**src/rtl/mul_div_seq_unit.sv**
```systemverilog
// Iterative RV32/RV64 M-extension unit: shift-add multiply and restoring divide, one bit per cycle.
// busy/done are registered; result holds until the next accepted operation completes.
module mul_div_seq_unit #(
    parameter int XLEN = 32
) (
    input  logic            clk,
    input  logic            reset,
    input  logic            start,
    input  logic            kill,
    input  logic [2:0]      funct3,
    input  logic [XLEN-1:0] operand_a,
    input  logic [XLEN-1:0] operand_b,
    output logic            busy,
    output logic            done,
    output logic [XLEN-1:0] result
);
    localparam int CW = $clog2(XLEN + 1);
    localparam logic [XLEN-1:0] MOST_NEG = {1'b1, {(XLEN-1){1'b0}}};

    typedef enum logic [1:0] {S_IDLE, S_COMPUTE, S_DONE} state_t;

    state_t state, state_nxt;

    logic [2:0]        op;
    logic [2*XLEN-1:0] prod, mcand;
    logic [XLEN-1:0]   opa, opb, rem;
    logic [CW-1:0]     count;
    logic              neg_q, neg_r;

    logic            a_signed, b_signed, sa, sb;
    logic [XLEN-1:0] a_mag, b_mag, early_res;
    logic            div0, ovf, early, accept, last;

    logic [2*XLEN-1:0] prod_nx, prod_fin;
    logic [XLEN:0]     rem_sh, diff;
    logic              qbit;
    logic [XLEN-1:0]   rem_nx, quo_nx, fin_res;

    // Operand decode and the short-circuit cases that bypass COMPUTE
    always_comb begin
        a_signed  = (funct3 == 3'd1) || (funct3 == 3'd2) || (funct3 == 3'd4) || (funct3 == 3'd6);
        b_signed  = (funct3 == 3'd1) || (funct3 == 3'd4) || (funct3 == 3'd6);
        sa        = a_signed & operand_a[XLEN-1];
        sb        = b_signed & operand_b[XLEN-1];
        a_mag     = sa ? -operand_a : operand_a;
        b_mag     = sb ? -operand_b : operand_b;
        div0      = funct3[2] && (operand_b == '0);
        ovf       = funct3[2] && !funct3[0] && (operand_a == MOST_NEG) && (operand_b == '1);
        early     = div0 || ovf;
        early_res = '0;
        if (div0)
            early_res = funct3[1] ? operand_a : '1;
        else
            early_res = funct3[1] ? '0 : MOST_NEG;
    end

    assign accept = start && !kill && ((state == S_IDLE) || (state == S_DONE));
    assign last   = (state == S_COMPUTE) && (count == CW'(1));

    // One iteration of each algorithm; the final-cycle result is taken straight from these
    always_comb begin
        prod_nx  = prod + (opb[0] ? mcand : '0);
        prod_fin = neg_q ? -prod_nx : prod_nx;
        rem_sh   = {rem, opa[XLEN-1]};
        diff     = rem_sh - {1'b0, opb};
        qbit     = ~diff[XLEN];
        rem_nx   = qbit ? diff[XLEN-1:0] : rem_sh[XLEN-1:0];
        quo_nx   = {opa[XLEN-2:0], qbit};
        fin_res  = '0;
        if (op[2]) begin
            if (op[1])
                fin_res = neg_r ? -rem_nx : rem_nx;
            else
                fin_res = neg_q ? -quo_nx : quo_nx;
        end else begin
            fin_res = (op == 3'd0) ? prod_fin[XLEN-1:0] : prod_fin[2*XLEN-1:XLEN];
        end
    end

    always_comb begin
        state_nxt = state;
        if (kill) begin
            state_nxt = S_IDLE;
        end else begin
            case (state)
                S_IDLE, S_DONE: begin
                    if (accept)
                        state_nxt = early ? S_DONE : S_COMPUTE;
                    else
                        state_nxt = S_IDLE;
                end
                S_COMPUTE: state_nxt = last ? S_DONE : S_COMPUTE;
                default:   state_nxt = S_IDLE;
            endcase
        end
    end

    always_ff @(posedge clk) begin
        if (reset) begin
            state <= S_IDLE;
            busy  <= 1'b0;
            done  <= 1'b0;
        end else begin
            state <= state_nxt;
            busy  <= (state_nxt == S_COMPUTE);
            done  <= (state_nxt == S_DONE);
        end
    end

    always_ff @(posedge clk) begin
        if (reset) begin
            op     <= '0;
            prod   <= '0;
            mcand  <= '0;
            opa    <= '0;
            opb    <= '0;
            rem    <= '0;
            count  <= '0;
            neg_q  <= 1'b0;
            neg_r  <= 1'b0;
            result <= '0;
        end else if (accept) begin
            op    <= funct3;
            prod  <= '0;
            mcand <= {{XLEN{1'b0}}, a_mag};
            opa   <= a_mag;
            opb   <= b_mag;
            rem   <= '0;
            count <= CW'(XLEN);
            neg_q <= sa ^ sb;
            neg_r <= sa;
            if (early)
                result <= early_res;
        end else if ((state == S_COMPUTE) && !kill) begin
            count <= count - CW'(1);
            if (op[2]) begin
                rem <= rem_nx;
                opa <= quo_nx;
            end else begin
                prod  <= prod_nx;
                mcand <= mcand << 1;
                opb   <= opb >> 1;
            end
            if (last)
                result <= fin_res;
        end
    end

endmodule

```
**config.mk**
```make
export PLATFORM = sky130hd
export DESIGN_NAME = mul_div_seq_unit
export DESIGN_NICKNAME = d
export VERILOG_FILES = /design/src/rtl/mul_div_seq_unit.sv
export SDC_FILE = /design/constraint.sdc
export NUM_CORES = 1
export LEC_CHECK = 0
export BUFFER_PORTS_ARGS = -buffer_cell sky130_fd_sc_hd__buf_2
export CORE_ASPECT_RATIO = 1.4
export CORE_MARGIN = 2
export CORE_UTILIZATION = 50
export CTS_BUF_LIST = sky130_fd_sc_hd__clkbuf_4
export DETAILED_ROUTE_END_ITERATION = 12
export GPL_ROUTABILITY_DRIVEN = 0
export HOLD_SLACK_MARGIN = 0.15
export PLACE_DENSITY = 0.67
export SLEW_MARGIN = 20
export SYNTH_ARGS = -nofsm -noshare
export SYNTH_HDL_FRONTEND = slang
export SYNTH_SLANG_ARGS = --single-unit
```
**constraint.sdc**
```tcl
create_clock -name clk -period 7.3 [get_ports clk]
set_input_delay 1.095 -clock clk [delete_from_list [all_inputs] [get_ports clk]]
set_output_delay 1.095 -clock clk [all_outputs]
set_load 0.1 [all_outputs]
```
==> reports/qor.yml, run 1 <==
final_antenna_net_count: 0
h-tree-depth: 3
multi_input_area_um2: 17300
rsz0062_at_grt: "no"
cts_tree: "built"
ys_ff_latch: 271
status: "completed"
yosysWarnings: 0
worst_ir_drop_vdd_mv: 0.118
finalWorstSetupSlack_ns: 0.791
p_leak_nw: 9.97
gr-usage-all-layers_pct: 36.1
holdBufCountCts: 0
dr.first_iter.drc_count: 2607
path_clk_slew_ns: 0.07
seq_area_um2: 5430
cp.arrival_ns: 7.25
grt_start_max_net_pins: 106
period_share_pct: 89.2
cts_root_buffer: "clkbuf_4"
clock_sinks: 271
min_period_ns: 6.51
place_inst: 3876
min_from: "kill"
finalSetupTns_ns: 0
r2r_slack_ns: 0.79
cts_buffers: 77
fin_skew_ns: 0.0828
hpwl_um: 69100
ys_types: 112
min_to: "state[0]$_SDFF_PP0_"
cts_setup_buffers: 0
reg2reg_from: "opb[0]$_SDFFE_PP0P_"
hold_viol: 0
placementRows: 94
numPortBuffers: 104
hold_class: "input port to register"
drc: 0
drt_wl_total_um: 91800
fill_cells: 4631
synth_edf_count: 0
path_class: "register to register"
final_cell_count_no_fill: 4010
maxSlewHeadroom_pct: 30.8
clk-insertion-delay-late_ns: 0.90
crit_fanout: 51
initial_core_util_pct: 50.7
cts_buffer_depth: 3
first_global_vias: 25000
worstSetupStartpointType: "register"
die_width_um: 189
syn_inst: 3328
r2r_cells: 21
die_h_um: 263
avgSynthCellArea_um2: 7.18
grt_first_pass_wirelength_um: 141000
max_stage_delay_ns: 0.75
drtPass1Iterations: 8
ys.flop_type: "dfxtp_1"
finalSetupViolations: 0
avgRoutedWirePerCell_um: 22.9
drv_cap: 0
ioPinCount: 105
cp.required_ns: 8.04
crit_chain: "ha_1 -> inv_1 -> fa_1 -> a211oi_1 -> o211ai_1 -> a211oi_1 -> or3_1 -> o211a_2 -> buf_4 -> mux2i_1 -> ha_1 -> o21ai_0 -> nor4_1 -> mux2i_1 -> a2111oi_2 -> nand2_1 -> o31ai_1 -> xnor2_1 -> nor2_1 -> a2111oi_0 -> a21oi_1"
async_flop_share_pct: 0
worstMarginPinSlew_ns: 1.03
fin_nets: 3507
via_per_inst: 6.49
holdPathStages: 2
grt-ovfl-total: 0
pre_cts_slack_ns: 0.898
core_um2: 47200
ctsResizeCount: 0
finalMaxSlewViolations: 0
max_freq_mhz: 154
dieArea_um2: 49600
synth_area_um2: 23900
antenna_found_initial: 4
drive_above_1_share_pct: 10.2
ys_seq_area_share_pct: 22.7
r2r_end: "result[24]$_SDFFE_PP0P_"
worst_setup_path_end_kind: "register"
slowest_stage: "dfxtp_2"
area_growth_pct: 7.29
p_per_area_nw_per_um2: 151
route.vias.total: 26000
syn_nets: 3504
==> worst max-delay path by stage <==
stage                              start                 endpoint  slack, ns  depth (start not counted)
global placement     opb[0]$_SDFFE_PP0P_  result[24]$_SDFFE_PP0P_       1.04                         21
finish               opb[0]$_SDFFE_PP0P_  result[24]$_SDFFE_PP0P_       0.79                         21
floorplan           opa[31]$_SDFFE_PP0P_  result[24]$_SDFFE_PP0P_       2.01                         25
detailed placement   opb[0]$_SDFFE_PP0P_  result[24]$_SDFFE_PP0P_       0.90                         21
global route         opb[0]$_SDFFE_PP0P_  result[26]$_SDFFE_PP0P_       0.27                         21
CTS                  opb[0]$_SDFFE_PP0P_  result[24]$_SDFFE_PP0P_       0.84                         21
==> where the power goes <==
part	switching, mW	internal [mW]
sequential	0.0512	1.52
clock	0.741	0.752
combinational	0.539	0.275
==> layer usage <==
metal / global-route usage [%] / wire (um) / vias up
met3: 7.33 / 7250 / 401
met4: 28.5 / 8380 / 2
met2: 60.1 / 43000 / 1301
met1: 39.8 / 33200 / 12200
li1: - / - / 12100
met5: 0 / 9 / -
==> layout by cell type, fill, tap and decap left out, types with 83 or more instances in the layout <==
cell type and count:
ha_1 103, mux2i_1 94, a21oi_1 326, buf_2 103, nand2_1 494, nor3_1 83, o21ai_0 192, xor2_1 92
clkbuf_4 102, and2_1 88, nor2_1 296, xnor2_1 125, dfxtp_1 269
==> logic make-up (layout without fill, tap and decap cells) <==
| logic type | count (synthesis) | count (layout) | synth area share, % |
|---|---|---|---|
| compound gates | 1045 | 1045 | 28.7 |
| xor+xnor | 218 | 218 | 8.02 |
| fa+ha+maj | 105 | 105 | 5.56 |
| buf+inv | 300 | 352 | 5.03 |
| flops | 271 | 271 | 22.7 |
| mux | 99 | 99 | 4.17 |
| other cells | 0 | 6 | 0 |
| simple gates | 1290 | 1290 | 25.8 |
==> critical path: cells and delay by family, from the launching register on <==
family,cells,cell delay [ns]
buffers and inverters,2,0.60
XOR/XNOR,1,0.16
adder cells (fa/ha/maj),3,1.04
AO/OA/AOI/OAI,9,2.56
multiplexers,2,0.54
AND/OR/NAND/NOR,4,0.68
flip-flops,1,0.75
==> sequential cells by signal, indices dropped and copies added, names as in the netlist <==
register,cells
neg_q,1
neg_r,1
opa,32
op,3
state,2
opb,32
rem,32
count,6
mcand,64
prod,64
busy,1
result,32
done,1
==> cells in the mapped netlist (57+ instances only) <==
library cell	n	area, um2
xnor2_1	125	1090
a21oi_1	326	1630
nand2_1	497	1870
nor3_1	85	425
dfxtp_1	271	5430
nor2_1	296	1110
and2_1	90	563
xor2_1	92	806
a211oi_1	64	480
ha_1	103	1290
a21boi_0	57	428
clkbuf_1	173	649
mux2i_1	94	941
o21ai_0	193	966
inv_1	79	297
nand4_1	66	413
==> per-stage QoR <==
step	power [mW]	area (um2)	util, %	hold slack [ns]
4_1_cts	3.87	25600	54.3	0.434
2_1_floorplan	2.15	23900	-	0.437
3_5_place_dp	2.39	24700	52.3	0.450
5_1_grt	4.04	25600	54.4	0.461
6_report	3.88	25600	54.4	0.452
3_3_place_gp	2.37	24700	52.3	0.443
==> final cells by class <==
cell class	count	area share (%)
flip-flops and latches	271	21.2
diodes	6	0.0585
inverters	80	1.17
repair buffers	144	3.26
multi-input cells	2757	67.6
well taps	624	3.04
clock buffers	102	2.99
clock inverters	26	0.741
(Power assumes the default switching activity.)
==> inputs of run 2 (changes only) <==
- RECOVER_POWER: unset -> 100
==> reports/qor.yml, run 2 (synthesis results as in run 1) <==
hold_class: "input port to register"  # unchanged
drtPass1Iterations: 6  # was 8
layout_common_cells: "nand2_1 (495), a21oi_1 (326), nor2_1 (296)"  # was nand2_1 (494), a21oi_1 (326), nor2_1 (296)
drt_wl_total_um: 91800  # about the same
fill_cells: 4672  # was 4,631
via_per_inst: 6.51  # was 6.49
ioPinCount: 105  # unchanged
hold_ws_ns: 0.456  # was 0.452 ns
ctsResizeCount: 0  # unchanged
avgRoutedWirePerCell_um: 22.9  # about the same
min_period_ns: 6.81  # was 6.51 ns
fin_skew_ns: 0.0716  # was 0.0828 ns
initial_core_util_pct: 50.7  # unchanged
finalSetupTns_ns: 0  # unchanged
antenna_found_initial: 4  # unchanged
die_width_um: 189  # unchanged
grt_first_pass_wirelength_um: 141000  # unchanged
layout_commonest_cell: "nand2_1"  # unchanged
p_per_area_nw_per_um2: 152  # was 151 nW/um2
crit_fanout: 34  # was 51
final_antenna_net_count: 0  # unchanged
max_freq_mhz: 147  # was 154 MHz
r2r_slack_ns: 0.49  # was 0.79 ns
hpwl_um: 69100  # unchanged
route.vias.total: 26100  # was 26,000
cts_buffers: 77  # unchanged
violations: "max-capacitance violations, max-slew violations"
status: "finished, violations left"  # was completed
clk-insertion-delay-late_ns: 0.88  # was 0.90 ns
finalSetupViolations: 0  # unchanged
drive_above_1_share_pct: 8.93  # was 10.2%
cp.arrival_ns: 7.55  # was 7.25 ns
die_h_um: 263  # unchanged
dr.first_iter.drc_count: 2721  # was 2,607
p_leak_nw: 9.77  # was 9.97 nW
h-tree-depth: 3  # unchanged
period_share_pct: 93.3  # was 89.2%
worst_setup_path_end_kind: "register"  # unchanged
gr-usage-all-layers_pct: 36.1  # unchanged
clock_sinks: 271  # unchanged
seq_area_um2: 5430  # unchanged
fin_nets: 3507  # unchanged
dieArea_um2: 49600  # unchanged
drv_cap: 4  # was 0
hold_viol: 0  # unchanged
core_um2: 47200  # unchanged
numPortBuffers: 104  # unchanged
rsz0062_at_grt: "no"  # unchanged
grt-ovfl-total: 0  # unchanged
finalMaxSlewViolations: 203  # was 0
path_class: "register to register"  # unchanged
multi_input_area_um2: 17300  # about the same
drc: 0  # unchanged
area_growth_pct: 6.81  # was 7.29%
cts_root_buffer: "clkbuf_4"  # unchanged
cts_tree: "built"  # unchanged
top_regs: "mcand x64, prod x64"  # unchanged
first_global_vias: 25000  # unchanged
cts_buffer_depth: 3  # unchanged
cts_setup_buffers: 0  # unchanged
worstMarginPinSlew_ns: 3.52  # was 1.03 ns
maxSlewHeadroom_pct: -135  # was 30.8%
worstSetupStartpointType: "register"  # unchanged
worst_ir_drop_vdd_mv: 0.119  # was 0.118 mV
grt_start_max_net_pins: 106  # unchanged
holdBufCountCts: 0  # unchanged
path_clk_slew_ns: 0.07  # about the same
cp.required_ns: 8.04  # about the same
placementRows: 94  # unchanged
## run 2: through the flow
stage	power, mW	area (um2)	cells	worst slack [ns]	util, %
floorplan	2.15	23900	3328	2.01	-
global placement	2.37	24700	3876	1.04	52.3
detailed placement	2.39	24700	3876	0.898	52.3
CTS	3.87	25600	4004	0.845	54.3
global route	4.03	25500	4008	0.162	54.1
finish	3.87	25500	4010	0.488	54.1
## run 2: metal layers
layer  wire length (um)  vias up  GRT usage (%)
li1                   -    12100              -
met1              33500    12300           39.8
met2              42900     1284           60.1
met3               7020      423           7.33
met4               8380        2           28.5
met5                  9        -              0
## run 2: power by group
| part | internal [mW] | switching [mW] |
|---|---|---|
| logic | 0.271 | 0.537 |
| clock network | 0.752 | 0.737 |
| registers | 1.52 | 0.0512 |
## run 2: cell type report
cell class / instances / share of cell area [%]
timing repair buffer: 144 / 3.03
multi-input combinational: 2757 / 67.7
clock inverter: 26 / 0.745
sequential: 271 / 21.3
tap: 624 / 3.06
clock buffer: 102 / 3.00
inverter: 80 / 1.18
antenna: 6 / 0.0588
## run 2: worst paths after layout
kind,cells after the start,from,endpoint
worst max-delay path,15,opb[0]$_SDFFE_PP0P_,result[30]$_SDFFE_PP0P_
worst min-delay path,2,kill,state[0]$_SDFF_PP0_
worst max register to register,15,opb[0]$_SDFFE_PP0P_,result[30]$_SDFFE_PP0P_
worst min register to register,2,prod[50]$_SDFFE_PP0P_,prod[50]$_SDFFE_PP0P_
## run 2: worst max-delay path, stage by stage (launching register included)
cell,delay [ns]
dfxtp_2,0.76
and2_0,0.23
ha_1,0.19
fa_1,0.28
a21o_1,0.20
a21boi_1,0.16
o21ai_1,0.42
nor4b_1,0.72
nor2_1,0.20
xnor2_1,0.28
nand4b_1,0.38
nor4b_1,1.46
nand4b_2,0.44
nor4_1,0.40
o21ai_1,0.14
a311o_1,0.39
